**config.mk**
```make
export PLATFORM = sky130hd
export DESIGN_NAME = vault_alarm_ctrl
export DESIGN_NICKNAME = d
export VERILOG_FILES = /design/src/rtl/vault_pkg.sv /design/src/rtl/door_prio_enc.sv /design/src/rtl/vault_alarm_ctrl.sv
export SDC_FILE = /design/constraint.sdc
export NUM_CORES = 1
export LEC_CHECK = 0
export BUFFER_PORTS_ARGS = -buffer_cell sky130_fd_sc_hd__buf_2
export CAP_MARGIN = 20
export CORE_MARGIN = 2
export CORE_UTILIZATION = 58
export CTS_BUF_LIST = sky130_fd_sc_hd__clkbuf_4 sky130_fd_sc_hd__clkbuf_8
export CTS_CLUSTER_SIZE = 28
export DETAILED_ROUTE_END_ITERATION = 10
export MAX_ROUTING_LAYER = met4
export PLACE_DENSITY = 0.94
export SYNTH_ARGS = -nofsm -noshare
export SYNTH_HDL_FRONTEND = slang
export SYNTH_SLANG_ARGS = --single-unit
```
**constraint.sdc**
```tcl
create_clock -name clk_2 -period 2.5 [get_ports clk_2]
set_input_delay 0.375 -clock clk_2 [delete_from_list [all_inputs] [get_ports clk_2]]
set_output_delay 0.375 -clock clk_2 [all_outputs]
set_load 0.02 [all_outputs]
```
**src/rtl/vault_pkg.sv**
```systemverilog
// Shared types and constants for the vault alarm controller.
package vault_pkg;

    typedef enum logic [2:0] {
        DISARMED,
        ARMED,
        ENTRY,
        ALARM,
        SILENCED
    } state_t;

    localparam int unsigned TRIP_CNT_W = 8;
    localparam logic [TRIP_CNT_W-1:0] TRIP_CNT_MAX = '1;

    function automatic logic [TRIP_CNT_W-1:0] sat_inc(input logic [TRIP_CNT_W-1:0] v);
        return (v == TRIP_CNT_MAX) ? v : v + 1'b1;
    endfunction

endpackage

```
**src/rtl/door_prio_enc.sv**
```systemverilog
// Lowest-set-bit priority encoder with a valid flag; purely combinational.
module door_prio_enc #(
    parameter int unsigned N = 4,
    localparam int unsigned IW = (N > 1) ? $clog2(N) : 1
) (
    input  logic [N-1:0]  req_i,
    output logic [IW-1:0] idx_o,
    output logic          valid_o
);

    always_comb begin
        idx_o   = '0;
        valid_o = 1'b0;
        // Scan downwards so the lowest set bit is the last one written.
        for (int i = N - 1; i >= 0; i--) begin
            if (req_i[i]) begin
                idx_o   = IW'(i);
                valid_o = 1'b1;
            end
        end
    end

endmodule

```
**src/rtl/vault_alarm_ctrl.sv**
```systemverilog
// Vault alarm controller: arm/entry-grace/alarm/silence FSM with latched trip
// information and a saturating trip counter. All outputs come from flops.
module vault_alarm_ctrl
    import vault_pkg::*;
#(
    parameter int unsigned NDOORS    = 4,
    parameter int unsigned GRACE_CYC = 8,
    parameter int unsigned SIREN_CYC = 16,
    localparam int unsigned TW = $clog2(NDOORS) + 1
) (
    input  logic                  clk_2,
    input  logic                  reset,
    input  logic [NDOORS-1:0]     door_open,
    input  logic                  business_hrs,
    input  logic                  arm_sw,
    input  logic                  ack,
    output logic                  siren,
    output logic                  armed,
    output logic                  pending,
    output logic                  latched,
    output logic                  arm_fault,
    output logic [TW-1:0]         trip_door,
    output logic [TRIP_CNT_W-1:0] trip_count
);

    localparam int unsigned IW      = (NDOORS > 1) ? $clog2(NDOORS) : 1;
    localparam int unsigned CNT_MAX = (GRACE_CYC > SIREN_CYC) ? GRACE_CYC : SIREN_CYC;
    localparam int unsigned CW      = $clog2(CNT_MAX + 1);

    state_t                  state_q, state_d;
    logic [CW-1:0]           cnt_q, cnt_d;
    logic [TW-1:0]           trip_q, trip_d;
    logic [TRIP_CNT_W-1:0]   count_q, count_d;
    logic                    fault_q, fault_d;
    logic [NDOORS-1:0]       door_q;

    logic [IW-1:0]           open_idx, rise_idx;
    logic                    open_vld, rise_vld;

    door_prio_enc #(.N(NDOORS)) u_open_enc (
        .req_i   (door_open),
        .idx_o   (open_idx),
        .valid_o (open_vld)
    );

    door_prio_enc #(.N(NDOORS)) u_rise_enc (
        .req_i   (door_open & ~door_q),
        .idx_o   (rise_idx),
        .valid_o (rise_vld)
    );

    function automatic logic [TW-1:0] mk_trip(input logic [IW-1:0] idx);
        return TW'(idx) | (TW'(1) << (TW - 1));
    endfunction

    always_comb begin
        state_d = state_q;
        cnt_d   = cnt_q;
        trip_d  = trip_q;
        unique case (state_q)
            DISARMED: begin
                if (arm_sw && !open_vld) state_d = ARMED;
            end
            ARMED: begin
                if (!arm_sw) begin
                    state_d = DISARMED;
                end else if (open_vld) begin
                    trip_d = mk_trip(open_idx);
                    if (business_hrs) begin
                        state_d = ENTRY;
                        cnt_d   = CW'(GRACE_CYC - 1);
                    end else begin
                        state_d = ALARM;
                        cnt_d   = CW'(SIREN_CYC - 1);
                    end
                end
            end
            ENTRY: begin
                if (!arm_sw) begin
                    state_d = DISARMED;
                end else if (cnt_q == '0) begin
                    state_d = ALARM;
                    cnt_d   = CW'(SIREN_CYC - 1);
                end else begin
                    cnt_d = cnt_q - 1'b1;
                end
            end
            ALARM: begin
                if (ack && !arm_sw) begin
                    state_d = DISARMED;
                end else if (cnt_q == '0) begin
                    state_d = SILENCED;
                end else begin
                    cnt_d = cnt_q - 1'b1;
                end
            end
            SILENCED: begin
                if (ack && !arm_sw) begin
                    state_d = DISARMED;
                end else if (rise_vld) begin
                    state_d = ALARM;
                    cnt_d   = CW'(SIREN_CYC - 1);
                    trip_d  = mk_trip(rise_idx);
                end
            end
            default: state_d = DISARMED;
        endcase

        count_d = (state_d == ALARM && state_q != ALARM) ? sat_inc(count_q) : count_q;
        fault_d = (state_q == DISARMED) && arm_sw && open_vld;
    end

    always_ff @(posedge clk_2 or posedge reset) begin
        if (reset) begin
            state_q <= DISARMED;
            cnt_q   <= '0;
            trip_q  <= '0;
            count_q <= '0;
            fault_q <= 1'b0;
            door_q  <= '0;
        end else begin
            state_q <= state_d;
            cnt_q   <= cnt_d;
            trip_q  <= trip_d;
            count_q <= count_d;
            fault_q <= fault_d;
            door_q  <= door_open;
        end
    end

    assign siren      = (state_q == ALARM);
    assign armed      = (state_q == ARMED) || (state_q == ENTRY);
    assign pending    = (state_q == ENTRY);
    assign latched    = (state_q == ALARM) || (state_q == SILENCED);
    assign arm_fault  = fault_q;
    assign trip_door  = trip_q;
    assign trip_count = count_q;

endmodule

```
# Word-level counts from Yosys, hierarchy flattened
# Cells that the tools add are included.
totals:
  regBits: 24
  latchBits: 0
  ramBits: 0
  mem_bits_ro: 0
  input_bits: 9
  output_inout_bits: 16
  n_memories: 0
op_classes:
  add_sub_neg: 2
  mul: 0
  n_div: 0
  order_cmp: 0
  eq_ne: 14
  shifts: 0
  mux: 42
  bitwise_logic: 3
  reduce_logical: 16
ops:
  columns: ["op", "count"]
  rows:
  - ["5-bit 2-to-1 mux", 8]
  - ["3-bit 2-to-1 mux", 13]
  - ["5-bit case mux with 4 select lines", 1]
  - ["2-bit 2-to-1 mux", 8]
  - ["3-bit case mux with 5 select lines", 1]
  - ["2-bit != test, second input constant", 7]
  - ["3-bit by 2-bit == test with 1-bit output, second input constant", 3]
  - ["1-bit 2-to-1 mux", 9]
  - ["8-bit by 1-bit adder with 8-bit output, second input constant", 1]
  - ["8-bit == test, second input constant", 1]
  - ["8-bit AND reduction", 1]
  - ["3-bit case mux with 2 select lines", 1]
  - ["1-bit logical AND", 5]
  - ["5-bit zero test", 1]
  - ["5-bit AND reduction", 1]
  - ["5-bit by 1-bit subtractor with 5-bit output, second input constant", 1]
  - ["4-bit bitwise AND", 1]
  - ["4-bit 2-to-1 mux", 1]
  - ["4-bit inverter", 1]
  - ["4-bit nonzero test", 1]
  - ["3-bit by 1-bit == test with 1-bit output, second input constant", 1]
  - ["3-bit == test, second input constant", 1]
  - ["3-bit zero test", 1]
  - ["3-bit by 2-bit != test with 1-bit output, second input constant", 1]
  - ["other kinds (5)", 7]

# Logic depth before layout (Yosys ltp)
logic_depth:
  depth_word: 12
  depth_mapped: 7
  mapped_depth_nobuf: 7

# Modules after synthesis
# A second synthesis with hierarchy kept.
unflattened:
  hier_cells: 142
  hier_area_um2: 1353.8
modules_own_cells:
  columns: ["module", "n_inst", "cells_each", "area_each_um2", "seq_area_each_um2"]
  rows:
  - ["vault_alarm_ctrl", 1, 128, 1283.7, 600.6]
  - ["door_prio_enc", 2, 7, 35.0, 0.0]

# Worst setup path after synthesis
# Ideal clock, no wire load.
synth_path:
  kind: "register to register"
  from: "register cnt_q[0]"
  to: "register count_q[1], in the netlist trip_count[1]"
  arrival_ns: 1.925
  setup_slack_ns: 0.450
  path_stages_with_launch: 8
  path_buffers: 0
  synth_period_minus_slack_ns: 2.050
  path_cell_list: "dfrtp_1 > inv_1 > ha_1 > nor4b_4 > nor4b_4 > a211oi_4 > a211oi_4 > mux2_4"
synth_via:
  elab_chain_cells: 7
  word_cells_on_any_way: 9
synth_lines:
  columns: ["element", "line_no", "rtl"]
  rows:
  - ["start, declared", "vault_alarm_ctrl.sv:31", "logic [CW-1:0] cnt_q, cnt_d;"]
  - ["start signal, assigned", "vault_alarm_ctrl.sv:123", "cnt_q <= cnt_d;"]
  - ["5-bit zero test (*)", "vault_alarm_ctrl.sv:81, vault_alarm_ctrl.sv:91", null]
  - ["3-bit 2-to-1 mux (on tied branches)", "vault_alarm_ctrl.sv:91, vault_alarm_ctrl.sv:81", null]
  - ["3-bit 2-to-1 mux (on tied branches)", "vault_alarm_ctrl.sv:89, vault_alarm_ctrl.sv:79", null]
  - ["3-bit case mux with 5 select lines (*)", "vault_alarm_ctrl.sv:60", "unique case (state_q)"]
  - ["3-bit by 2-bit == test with 1-bit output (*)", "vault_alarm_ctrl.sv:109", "count_d = (state_d == ALARM && state_q != ALARM) ? sat_inc(count_q) : count_q;"]
  - ["1-bit logical AND (*)", "vault_alarm_ctrl.sv:109", null]
  - ["2-bit AND reduction (no line) (*)", null, null]
  - ["end signal, assigned", "vault_alarm_ctrl.sv:125", "count_q <= count_d;"]
  - ["end, declared", "vault_alarm_ctrl.sv:33", "logic [TRIP_CNT_W-1:0] count_q, count_d;"]
# Mark *: on every way between the ends. The rest lies on a longest branch, timed or not.
# A chain may end at the register's enable or synchronous reset.

# Worst setup path after layout
layout_path:
  from: "register cnt_q[0]"
  to: "register count_q[3], in the netlist trip_count[3]"
# Same word-level chain as after synthesis.

==> results by group <==
Placed design
  • I/O Buffers: 24
  • Setup WS pre-CTS: 0.204 ns
  • Post-DP Area: 0.00166 mm^2
  • Final GP Congestion: 0.780
  • Post-DP HPWL: 2390 um
  • Placed Cells: 202

Worst setup path
  • Startpoint class of the critical path: flop
  • Crit Path Max Fanout: 9
  • Slowest cell on the critical path: dfrtp_1
  • Data arrival, critical path: 2.51 ns
  • Worst Path Buf+Inv: 1
  • CP Cell Sequence: inv_1, ha_1, nor4b_4, nor4b_4, a211oi_4, a211oi_1, mux2_1
  • Worst flop-to-flop path startpoint: cnt_q[0]
  • Top cell by count, worst path: nor4b_4
  • R2r worst-path depth: 7
  • CP required: 2.72 ns
  • Worst flop-to-flop path endpoint: trip_count[3]
  • Kind of critical path: flop to flop
  • CP max stage delay: 0.43 ns
  • Delay-heaviest family, CP: simple AND/OR/NAND/NOR gates
  • CP Capture Type: flop
  • R2r setup slk: 0.21 ns
  • Worst path depth: 7

Pwr
  • Switching Power: 0.000327 W
  • PD cells: 573 mW/mm^2
  • Switching share of power: 0.337
  • Pwr Total: 0.000971 W
  • Clock Power Share: 0.219
  • Static Leak: 0.791 nW
  • Peak supply drop: 0.000521 V
  • Combinational Power Share: 0.248
  • Sequential Power Share: 0.533
  • Pint: 0.000644 W

Timing
  • Measured slew at the worst slew-check pin: 0.889 ns
  • Clock period minus worst slack: 2.29 ns
  • Fmax: 437 MHz
  • Worst Clk Skew: 0.00444 ns
  • Final setup margin: 0.214 ns
  • Final hold violation count: 0
  • Finish-stage setup viols: 0
  • Worst rel slew slack: 0.406
  • Unrepaired setup endpoints after global routing: false
  • Crit share post-route: 0.914
  • Fin. max-slew vios: 0
  • Final TNS setup: 0 ns

Clocking
  • Clk sinks: 24
  • CTS Buf Count: 3
  • # hold bufs at CTS: 0
  • Clock transition at path regs: 0.13 ns
  • Maximum buffer depth of the clock tree: 2
  • Post CTS Setup Buffer Count: 0
  • CTS tree: done
  • Root Driver: clkbuf_4
  • H-tree Lvls: 1
  • Worst-skew pair later-pin latency: 0.33 ns
  • Post-cts resize count: 0

Route
  • Number of remaining DRC errors: 0
  • Vias per inst: 5.92
  • Initial DRC Count: 44
  • DR pass1 iterations: 4
  • Post-DRT Antenna Nets: 0
  • Vias: 1219
  • Drt wl/cell: 14.8 um
  • Final WL: 3040 um

Min path
  • Hold Path Stages: 1
  • Min-delay src: door_open[1]
  • Endpoint, Worst Hold: door_q[1]
  • Min-Delay Path Class: input port to flop

Run status
  • Status: finished clean

Floorplan
  • Chip height: 55.1 um
  • Die area: 0.00304 mm^2
  • Initial Utilization: 0.612
  • IO Count: 25
  • Site Rows: 18
  • Core region area: 0.00248 mm^2
  • Die W: 55.1 um

Synthesis
  • Top-count cell post-synth: dfrtp_1
  • YS warnings: 0
  • Post-synth EDFFs: 0
  • Net Count, Synth: 162
  • Synthesized area per cell: 10.1 um^2
  • Top cell type's share of synthesized area: 0.396
  • Commonest cells post-synth: 24 x dfrtp_1, 14 x nand2_1, 12 x inv_1, 9 x nor2_1, 7 x mux2_1
  • Synth Flop Type: dfrtp_1
  • Cell count after synthesis: 150
  • Post-synth cell types: 51
  • Sequential-to-total area share from yosys stat: 0.396
  • Synth Register Bits: 24
  • Cell Area, Synth: 0.00152 mm^2
  • FFs w/ async S/R, synth: 1.00
  • Area contributors post-synth: dfrtp_1 40%, mux2_1 5.2%, nand2_1 3.5%
  • Dominant cell type by area after synthesis: dfrtp_1

GRT
  • Largest net degree at the start of global routing: 25
  • Initial antenna violation count: 0
  • Vias in the first global route: 1163
  • Global-route wire length before repair: 5080 um
  • Global-route usage over all layers: 0.239
  • Overflow after GRT: 0

Cells and area
  • Area Growth Syn to Fin: 11.7%
  • Final instance area: 0.00169 mm^2
  • Diode count: 0
  • Finished Layout Cells: 206
  • Nets: 189
  • Share of post-route cells with drive strength above 1: 0.261

Run
  • Max-Cap Viols: 0
-- stage by stage --
step	utilization	hold WS (ns)
global route	0.684	0.198
floorplan	-	0.390
finish	0.684	0.202
global placement	0.669	0.448
CTS	0.684	0.207
detailed placement	0.669	0.466
-- how the worst max path moves through the flow --
stage                     to          from  slack (ns)
2_1_floorplan  trip_count[1]      cnt_q[0]        0.45
3_5_place_dp        cnt_q[0]  door_open[1]        0.20
6_report       trip_count[3]      cnt_q[0]        0.21
3_3_place_gp        cnt_q[0]  door_open[1]        0.26
4_1_cts        trip_count[1]      cnt_q[0]        0.20
5_1_grt        trip_count[5]      cnt_q[0]        0.06
-- power by group through the flow --
stage | combinational [W] | clock, W | sequential, W
floorplan | 0.000130 | 0 | 0.000555
global placement | 0.000230 | 0 | 0.000520
detailed placement | 0.000246 | 0 | 0.000528
CTS | 0.000246 | 0.000211 | 0.000519
global route | 0.000272 | 0.000227 | 0.000532
finish | 0.000241 | 0.000212 | 0.000518
-- layer usage --
layer / up-vias / share of wire / track usage
li1: 586 / - / -
met1: 591 / 0.41 / 0.268
met2: 32 / 0.53 / 0.423
met3: 10 / 0.033 / 0.0269
met4: 0 / 0.027 / 0.114
met5: - / 0 / -
-- sequential cells by signal (all words and copies together), names as in the netlist --
| name | flops |
|---|---|
| state_q | 3 |
| trip_count | 8 |
| cnt_q | 5 |
| arm_fault | 1 |
| door_q | 4 |
| trip_door | 3 |
-- layout by cell type, fill, tap and decap left out, types with 4 or more instances in the layout --
master    synthesis  routed
a211oi_1          5       5
dfrtp_1          24      24
inv_1            12      12
nand3_1           4       4
nor2_1            9       9
nand2_1          14      14
a21oi_1           4       4
nor3_1            4       4
mux2_1            7       7
nand2b_1          6       6
o21ai_0           5       5
buf_2             1      24
-- cells by family (layout without fill, tap and decap cells) --
logic type | after synthesis | count (layout) | share of synthesized area
flip-flops | 24 | 24 | 0.396
multiplexers | 10 | 10 | 0.0759
adder cells (fa/ha/maj) | 3 | 3 | 0.0248
AND/OR/NAND/NOR | 61 | 61 | 0.252
buffers and inverters | 16 | 42 | 0.0503
AO/OA/AOI/OAI | 32 | 32 | 0.178
XOR/XNOR | 4 | 4 | 0.0231
-- layout make-up --
type | instances | area, um^2
Multi-Input combinational cell | 110 | 840
Fill cell | 197 | 783
Sequential cell | 24 | 601
Timing Repair Buffer | 26 | 135
Inverter | 12 | 45.0
Tap cell | 30 | 37.5
Clock buffer | 4 | 36.3
(Power assumes the default switching activity.)
